[src/rtl/core_ex_muldiv.sv]
// core_ex_muldiv: RV M-extension unit, shift-add multiply and restoring divide on operand magnitudes.
// Define CORE_MULDIV_FAST_MUL_EN to replace the iterative multiply with a single-cycle multiplier.
module core_ex_muldiv #(
    parameter int XLEN = 32
) (
    input  logic            clk,
    input  logic            rst,
    input  logic            start_in,
    input  logic [2:0]      func3_in,
    input  logic [XLEN-1:0] opnum1_in,
    input  logic [XLEN-1:0] opnum2_in,
    input  logic [4:0]      rd_in,
    input  logic            flush_in,
    output logic            hold_flag_out,
    output logic            reg_we_out,
    output logic [4:0]      reg_write_addr_out,
    output logic [XLEN-1:0] reg_write_data_out
);
    localparam int CW = $clog2(XLEN) + 1;
`ifdef CORE_MULDIV_FAST_MUL_EN
    typedef enum logic [1:0] {IDLE, DIV, DONE} state_t;
`else
    typedef enum logic [1:0] {IDLE, MUL, DIV, DONE} state_t;
`endif
    state_t state;
    logic [CW-1:0] cnt;
    logic [2:0] func;
    logic [4:0] rd;
    logic neg1, neg2;
    logic [XLEN-1:0] opb;
    logic [2*XLEN-1:0] acc;
    logic s1, s2, in_neg1, in_neg2, div0, ovf;
    logic [XLEN-1:0] mag1, mag2, special, quo, rem, div_res;
    logic [XLEN+1:0] div_diff;
    logic [2*XLEN-1:0] div_next;
    always_comb begin
        s1 = func3_in inside {3'd1, 3'd2, 3'd4, 3'd6};
        s2 = func3_in inside {3'd1, 3'd4, 3'd6};
        in_neg1 = s1 & opnum1_in[XLEN-1];
        in_neg2 = s2 & opnum2_in[XLEN-1];
        mag1 = in_neg1 ? -opnum1_in : opnum1_in;
        mag2 = in_neg2 ? -opnum2_in : opnum2_in;
        div0 = opnum2_in == '0;
        ovf = !func3_in[0] && opnum1_in == {1'b1, {(XLEN-1){1'b0}}} && &opnum2_in;
        special = func3_in[1] ? (div0 ? opnum1_in : '0) : (div0 ? '1 : opnum1_in);
        // acc holds {partial remainder, dividend bits still to shift in / quotient bits}
        div_diff = {1'b0, acc[2*XLEN-1:XLEN-1]} - {2'b0, opb};
        div_next = div_diff[XLEN+1] ? {acc[2*XLEN-2:0], 1'b0} : {div_diff[XLEN-1:0], acc[XLEN-2:0], 1'b1};
        quo = div_next[XLEN-1:0];
        rem = div_next[2*XLEN-1:XLEN];
        div_res = func[1] ? (neg1 ? -rem : rem) : ((neg1 ^ neg2) ? -quo : quo);
        hold_flag_out = (state != IDLE && state != DONE) || (state == IDLE && start_in && !flush_in);
    end
`ifdef CORE_MULDIV_FAST_MUL_EN
    logic signed [XLEN:0] fa, fb;
    logic signed [2*XLEN-1:0] fp;
    logic [XLEN-1:0] fast_res;
    always_comb begin
        fa = {s1 & opnum1_in[XLEN-1], opnum1_in};
        fb = {s2 & opnum2_in[XLEN-1], opnum2_in};
        fp = fa * fb;
        fast_res = func3_in == 3'd0 ? fp[XLEN-1:0] : fp[2*XLEN-1:XLEN];
    end
`else
    logic [XLEN:0] mul_sum;
    logic [2*XLEN-1:0] mul_next, prod;
    logic [XLEN-1:0] mul_res;
    always_comb begin
        // acc holds {partial product high half, remaining multiplier bits}
        mul_sum = {1'b0, acc[2*XLEN-1:XLEN]} + (acc[0] ? {1'b0, opb} : '0);
        mul_next = {mul_sum, acc[XLEN-1:1]};
        prod = (neg1 ^ neg2) ? -mul_next : mul_next;
        mul_res = func == 3'd0 ? prod[XLEN-1:0] : prod[2*XLEN-1:XLEN];
    end
`endif
    always_ff @(posedge clk) begin
        reg_we_out <= 1'b0;
        reg_write_addr_out <= '0;
        reg_write_data_out <= '0;
        if (rst) begin
            state <= IDLE;
            cnt <= '0;
            func <= '0;
            rd <= '0;
            neg1 <= 1'b0;
            neg2 <= 1'b0;
            opb <= '0;
            acc <= '0;
        end else if (flush_in) begin
            state <= IDLE;
        end else begin
            case (state)
                IDLE: if (start_in) begin
                    func <= func3_in;
                    rd <= rd_in;
                    neg1 <= in_neg1;
                    neg2 <= in_neg2;
                    opb <= mag2;
                    acc <= {{XLEN{1'b0}}, mag1};
                    cnt <= '0;
                    if (func3_in[2] && (div0 || ovf)) begin
                        state <= DONE;
                        reg_we_out <= 1'b1;
                        reg_write_addr_out <= rd_in;
                        reg_write_data_out <= special;
                    end else if (func3_in[2]) begin
                        state <= DIV;
                    end else begin
`ifdef CORE_MULDIV_FAST_MUL_EN
                        state <= DONE;
                        reg_we_out <= 1'b1;
                        reg_write_addr_out <= rd_in;
                        reg_write_data_out <= fast_res;
`else
                        state <= MUL;
`endif
                    end
                end
`ifndef CORE_MULDIV_FAST_MUL_EN
                MUL: begin
                    acc <= mul_next;
                    cnt <= cnt + 1'b1;
                    if (cnt == CW'(XLEN - 1)) begin
                        state <= DONE;
                        reg_we_out <= 1'b1;
                        reg_write_addr_out <= rd;
                        reg_write_data_out <= mul_res;
                    end
                end
`endif
                DIV: begin
                    acc <= div_next;
                    cnt <= cnt + 1'b1;
                    if (cnt == CW'(XLEN - 1)) begin
                        state <= DONE;
                        reg_we_out <= 1'b1;
                        reg_write_addr_out <= rd;
                        reg_write_data_out <= div_res;
                    end
                end
                default: state <= IDLE;
            endcase
        end
    end
endmodule

[config.mk]
export PLATFORM = sky130hd
export DESIGN_NAME = core_ex_muldiv
export DESIGN_NICKNAME = d
export VERILOG_FILES = /design/src/rtl/core_ex_muldiv.sv
export SDC_FILE = /design/constraint.sdc
export NUM_CORES = 1
export LEC_CHECK = 0
export ABC_CLOCK_PERIOD_IN_PS = 5900
export BUFFER_PORTS_ARGS = -buffer_cell sky130_fd_sc_hd__buf_2
export CELL_PAD_IN_SITES_DETAIL_PLACEMENT = 1
export CELL_PAD_IN_SITES_GLOBAL_PLACEMENT = 1
export CORE_MARGIN = 2
export CORE_UTILIZATION = 32
export DETAILED_ROUTE_END_ITERATION = 8
export GPL_ROUTABILITY_DRIVEN = 0
export HOLD_SLACK_MARGIN = 0.02
export PLACE_DENSITY = 0.67
export SYNTH_ARGS = -nofsm -noshare
export SYNTH_HDL_FRONTEND = slang
export SYNTH_SLANG_ARGS = --single-unit
[constraint.sdc]
create_clock -name clk -period 5.9 [get_ports clk]
set_input_delay 0.59 -clock clk [delete_from_list [all_inputs] [get_ports clk]]
set_output_delay 0.59 -clock clk [all_outputs]
set_load 0.05 [all_outputs]
After elaboration in Yosys (flattened, before gate mapping) --
Cells that the tools add are included.
Word-level totals: bits in registers 152, word-level logic and storage cells 93
Cells by class: add/sub/neg operators 8, equal/unequal tests 11, muxes and demuxes 34, bitwise logic cells 4, reduce and logical (&&, ||, !) cells 25
Operators with widths (number):
- $mux 32 | 14
- $mux 64 | 3
- $pmux 64 s3 | 1
- $neg 32->32 | 4
- $pmux 32 s3 | 1
- $neg 64->64 | 1
- $sub 33x32->34 | 1
- $add 32x32->33 | 1
- $eq 32x32->1 const B | 1
- $logic_not 32->1 | 1
- $reduce_and 32->1 | 1
- $mux 5 | 3
- $pmux 6 s2 | 1
- $pmux 5 s2 | 1
- $reduce_and 3->1 | 3
- $mux 2 | 4
- $add 6x1->6 const B | 1
- $eq 3x3->1 const B | 2
- $eq 6x5->1 const B | 1
- $logic_and 1x1->1 | 6
- $mux 6 | 1
- $reduce_bool 3->1 | 2
- $ne 2x2->1 const B | 2
- $pmux 2 s2 | 1
- other kinds (18) | 25

Longest topological paths before layout --
word-level depth 8, depth in mapped cells 23

Least setup slack after synthesis --
OpenSTA, ideal clock, no wires.
kind flip-flop to flip-flop, start register opb[20], end register reg_write_data_out[26], setup time 0.142 ns, arrival time 4.826 ns, data required time 5.758 ns, setup slack 0.932 ns, stages on the path, launching flop included 24, buffers on the path 4, clock period less this slack 4.968 ns, cells stage by stage dfxtp_1 inv_1 ha_1 buf_2 nand2_1 nor3_4 a21oi_1 a211o_1 nand3_2 clkbuf_1 clkbuf_1 buf_1 nand2_1 o21ai_0 ha_1 nor4b_1 nand3_1 nor2_1 a31oi_1 or2_1 or2_1 o31ai_1 xor2_1 o221ai_1
On the way: cells in the longest elaborated chain, start to end 7
Ends and longest elaborated chain:
- start: declaration | line 30 | logic [XLEN-1:0] opb;
- start signal: assignment | line 98 | opb <= mag2;
- $mux 32 or $sub 33x32->34 (tied branches) | line 70, 47
- $add 32x32->33 or $mux 64 (tied branches) | line 70, 48
- $neg 64->64 or $neg 32->32 (tied branches) | line 72, 51
- $mux 64 or $mux 32 (tied branches) | line 72, 51
- $mux 32 (on tied branches) | line 73, 51
- $mux 32 (on tied branches) | line 123, 134
- $pmux 32 s3 (*) | line 92 | case (state)
- end signal: assignment | line 105 | reg_write_data_out <= special;
- end signal: assignment | line 127 | reg_write_data_out <= mul_res;
- end signal: assignment | line 138 | reg_write_data_out <= div_res;
- end: declaration | line 17 | output logic [XLEN-1:0] reg_write_data_out
Mark *: on every way between the ends. The rest lies on a longest branch, timed or not. A chain may end at the register's enable or synchronous reset.

Worst setup path in the final report --
start register opb[20], end register reg_write_data_out[31]
Same word-level chain as after synthesis.

==> metrics.yaml <==
yosysUniqueCellTypes: 95
numCtsBuffers: 17
critPathSlowestCell: "buf_4"
worstHoldStart: "rd_in[4]"
seq_power_share_pct: 32.7
rsz0062_at_grt: "false"
p_sw_uw: 1395
arrival_ns: 5.46
hold_end: "rd[4]"
drc: 0
rr_startpoint: "opb[20]"
cts-htree-levels: 4
synth_area_per_cell_um2: 7.035
die_h_um: 228.6
met1_length_um: 32000
syn-num-nets: 2447
reg2regPathDepth: 15
dr.pass1.iters: 6
slowest_delay_ns: 0.54
clockBufferDepth: 2
place_ws_ns: 0.8507
syn_area_um2: 16140
r2r_setup_slack_ns: 0.77
yosys_register_bits: 152
nets: 2446
final_common_cell: "nor2_1"
r2r_end: "reg_write_data_out[31]"
ir_drop_mv: 0.1804
drt_iter0_markers: 1495
synth-edff-count: 0
grt_pass1_vias: 18210
crit_fanout: 44
grt_pass1_wl_um: 107700
power_frac_comb_pct: 31.7
antenna_found_initial: 1
p_int_uw: 2091
crit_path_cell_trace: "inv_1 > ha_1 > nand2_1 > nor3_4 > a21oi_1 > a211o_1 > nand3_2 > buf_4 > mux2_2 > nor3_1 > nand4b_1 > or3_4 > o31ai_4 > xnor2_1 > o221ai_1"
wl_um: 70390
drive_gt1_share_pct: 10.19
period_share_pct: 86.91
drv_slew: 0
path_clk_slew_ns: 0.08
drt-wirelength-per-cell_um: 23.63
ys.flop_type: "dfxtp_1"
maxCapViolCount: 0
cp.required_ns: 6.23
dr_wl_met2_um: 32130
path_buf_inv: 2
cts.sinks: 152
syn_to_final_growth_pct: 10.41
timing.fmax_ghz: 0.1950
cts_hold_buf: 0
row_count: 82
holdPathStages: 3
finalSetupViolCount: 0
top_layer: "met5"
slew-limit-headroom_pct: 31.15
initial_core_util_pct: 32.30
startpoint_type: "flop"
hold_path.class: "in2reg"
synth-async-reset-ratio_pct: 0
clk_root_buffer_cell: "clkbuf_16"
fin_tns_setup_ns: 0
die_w_um: 228.6
worstSetupEndpointType: "flop"
hpwl_um: 54190
dr_wl_met3_um: 3888
viasPerCell: 6.092
final_cell_mix: "286 x nor2_1, 252 x nand2_1, 185 x a21oi_1, 152 x dfxtp_1, 121 x o21ai_0"
tritoncts: "built"
grt_max_degree: 68
clk_latency_ns: 0.52
ys_seq_area_share_pct: 18.86
critPathKind: "reg2reg"
cts_resized: 0
hold_slack_ns: 0.3325
clkPwrFrac_pct: 35.6
status: "completed"
syn_inst: 2294
finalHoldViolCount: 0
p_per_area_nw_per_um2: 195.6
cp_top_family: "simple AND/OR/NAND/NOR gates"
setup_slack_ns: 0.7723
fin_worst_skew_ns: 0.02240
cts_setup_buffers: 0
portBuffers: 114
tightestPinTransition_ns: 1.022
grtUsageTotal_pct: 26.34
num_vias: 18150
yosys_warnings: 0
fp.dieArea_um2: 52240
ant_nets: 0
overflow: 0
leakage_uw: 0.006779
switching_share_pct: 40.02
period_needed_ns: 5.128
ios: 115
core_um2: 49970
## kinds of logic (layout without fill, tap and decap cells)
group	count (synthesis)	count (layout)	synth area share [%]
xor gates and xnor gates	211	211	11.45
AOI/OAI and AO/OA	731	731	30.63
DFF	152	152	18.86
and+or+nand+nor	835	835	24.11
other	0	1	0
buffers and inverters	240	252	5.869
muxes	24	24	1.527
adders and majority gates	101	101	7.552
## Yosys cell counts (all sizes together) (13+ instances only)
| library cell | n | area share [%] |
|---|---|---|
| nand2 | 254 | 5.9 |
| a21o | 25 | 1.2 |
| o31ai | 29 | 1.4 |
| o21ai | 137 | 4.2 |
| nor4 | 22 | 1.0 |
| a211oi | 52 | 2.5 |
| nor2 | 288 | 6.7 |
| xor2 | 115 | 6.2 |
| o221ai | 16 | 0.87 |
| o21a | 17 | 0.79 |
| and2 | 17 | 0.66 |
| dfxtp | 152 | 19 |
| mux2i | 19 | 1.2 |
| a22oi | 45 | 2.1 |
| buf | 39 | 1.2 |
| clkbuf | 129 | 3.0 |
| maj3 | 24 | 1.5 |
| nand2b | 13 | 0.50 |
| a21oi | 190 | 6.0 |
| a211o | 33 | 1.8 |
| or3 | 35 | 1.4 |
| ha | 75 | 5.8 |
| a221oi | 40 | 2.2 |
| nor3 | 65 | 2.1 |
| xnor2 | 96 | 5.2 |
| o22ai | 13 | 0.50 |
| a31oi | 20 | 0.78 |
| nand4 | 31 | 1.2 |
| inv | 72 | 1.7 |
| o211ai | 29 | 1.3 |
| nand3 | 44 | 1.4 |
## area by class of cell
cell class	instances	area [µm²]
Sequential cell	152	3043
Antenna cell	1	2.502
Timing Repair Buffer	148	828.3
Inverter	72	270.3
Clock buffer	18	439.2
Multi-Input combinational cell	1902	12200
Tap cell	672	840.8
Fill cell	6299	32150
Clock inverter	14	193.9
## worst reg2reg max path: stages, from the launching register on
cell and delay, ns:
dfxtp_1 0.48, inv_1 0.15, ha_1 0.49, nand2_1 0.26
nor3_4 0.28, a21oi_1 0.11, a211o_1 0.35, nand3_2 0.21
buf_4 0.55, mux2_2 0.50, nor3_1 0.33, nand4b_1 0.32
or3_4 0.45, o31ai_4 0.18, xnor2_1 0.15, o221ai_1 0.16
## sequential cells by signal, summed over array words and instances (netlist names)
name,cells
rd,5
reg_write_data_out,32
acc,64
opb,32
reg_we_out,1
func,3
neg2,1
neg1,1
reg_write_addr_out,5
state,2
cnt,6
## power by group through the flow
stage	sequential [µW]	combinational (µW)	clock, µW
3_5_place_dp	1160	1080	0
4_1_cts	1140	1080	1270
6_report	1140	1110	1240
2_1_floorplan	1110	779	0
3_3_place_gp	1160	1050	0
5_1_grt	1140	1190	1290
## worst max-delay path by stage
stage / end / from / slack, ns / cells after the start
4_1_cts: reg_write_data_out[31] / opb[20] / 0.85 / 15
3_3_place_gp: reg_write_data_out[29] / opb[20] / 1.01 / 15
2_1_floorplan: reg_write_data_out[26] / opb[20] / 0.93 / 23
6_report: reg_write_data_out[31] / opb[20] / 0.77 / 15
3_5_place_dp: reg_write_data_out[31] / opb[20] / 0.85 / 15
5_1_grt: reg_write_data_out[26] / opb[20] / 0.41 / 20
## per-stage QoR
| stage | cells | power (µW) | utilization, % | area, µm² |
|---|---|---|---|---|
| after global routing | 2978 | 3632 | 35.66 | 17820 |
| after detailed placement | 2946 | 2237 | 34.39 | 17180 |
| after global placement | 2946 | 2208 | 34.39 | 17180 |
| after floorplan | 2294 | 1884 | - | 16140 |
| final | 2979 | 3485 | 35.66 | 17820 |
| after CTS | 2978 | 3487 | 35.66 | 17820 |
## routing by layer
layer | GRT usage (%) | up-vias
met4 | 10.89 | 2
li1 | - | 8375
met5 | 0 | -
met1 | 35.05 | 9020
met3 | 3.493 | 127
met2 | 42.79 | 623
No activity file was read; power rests on OpenSTA's default activity.
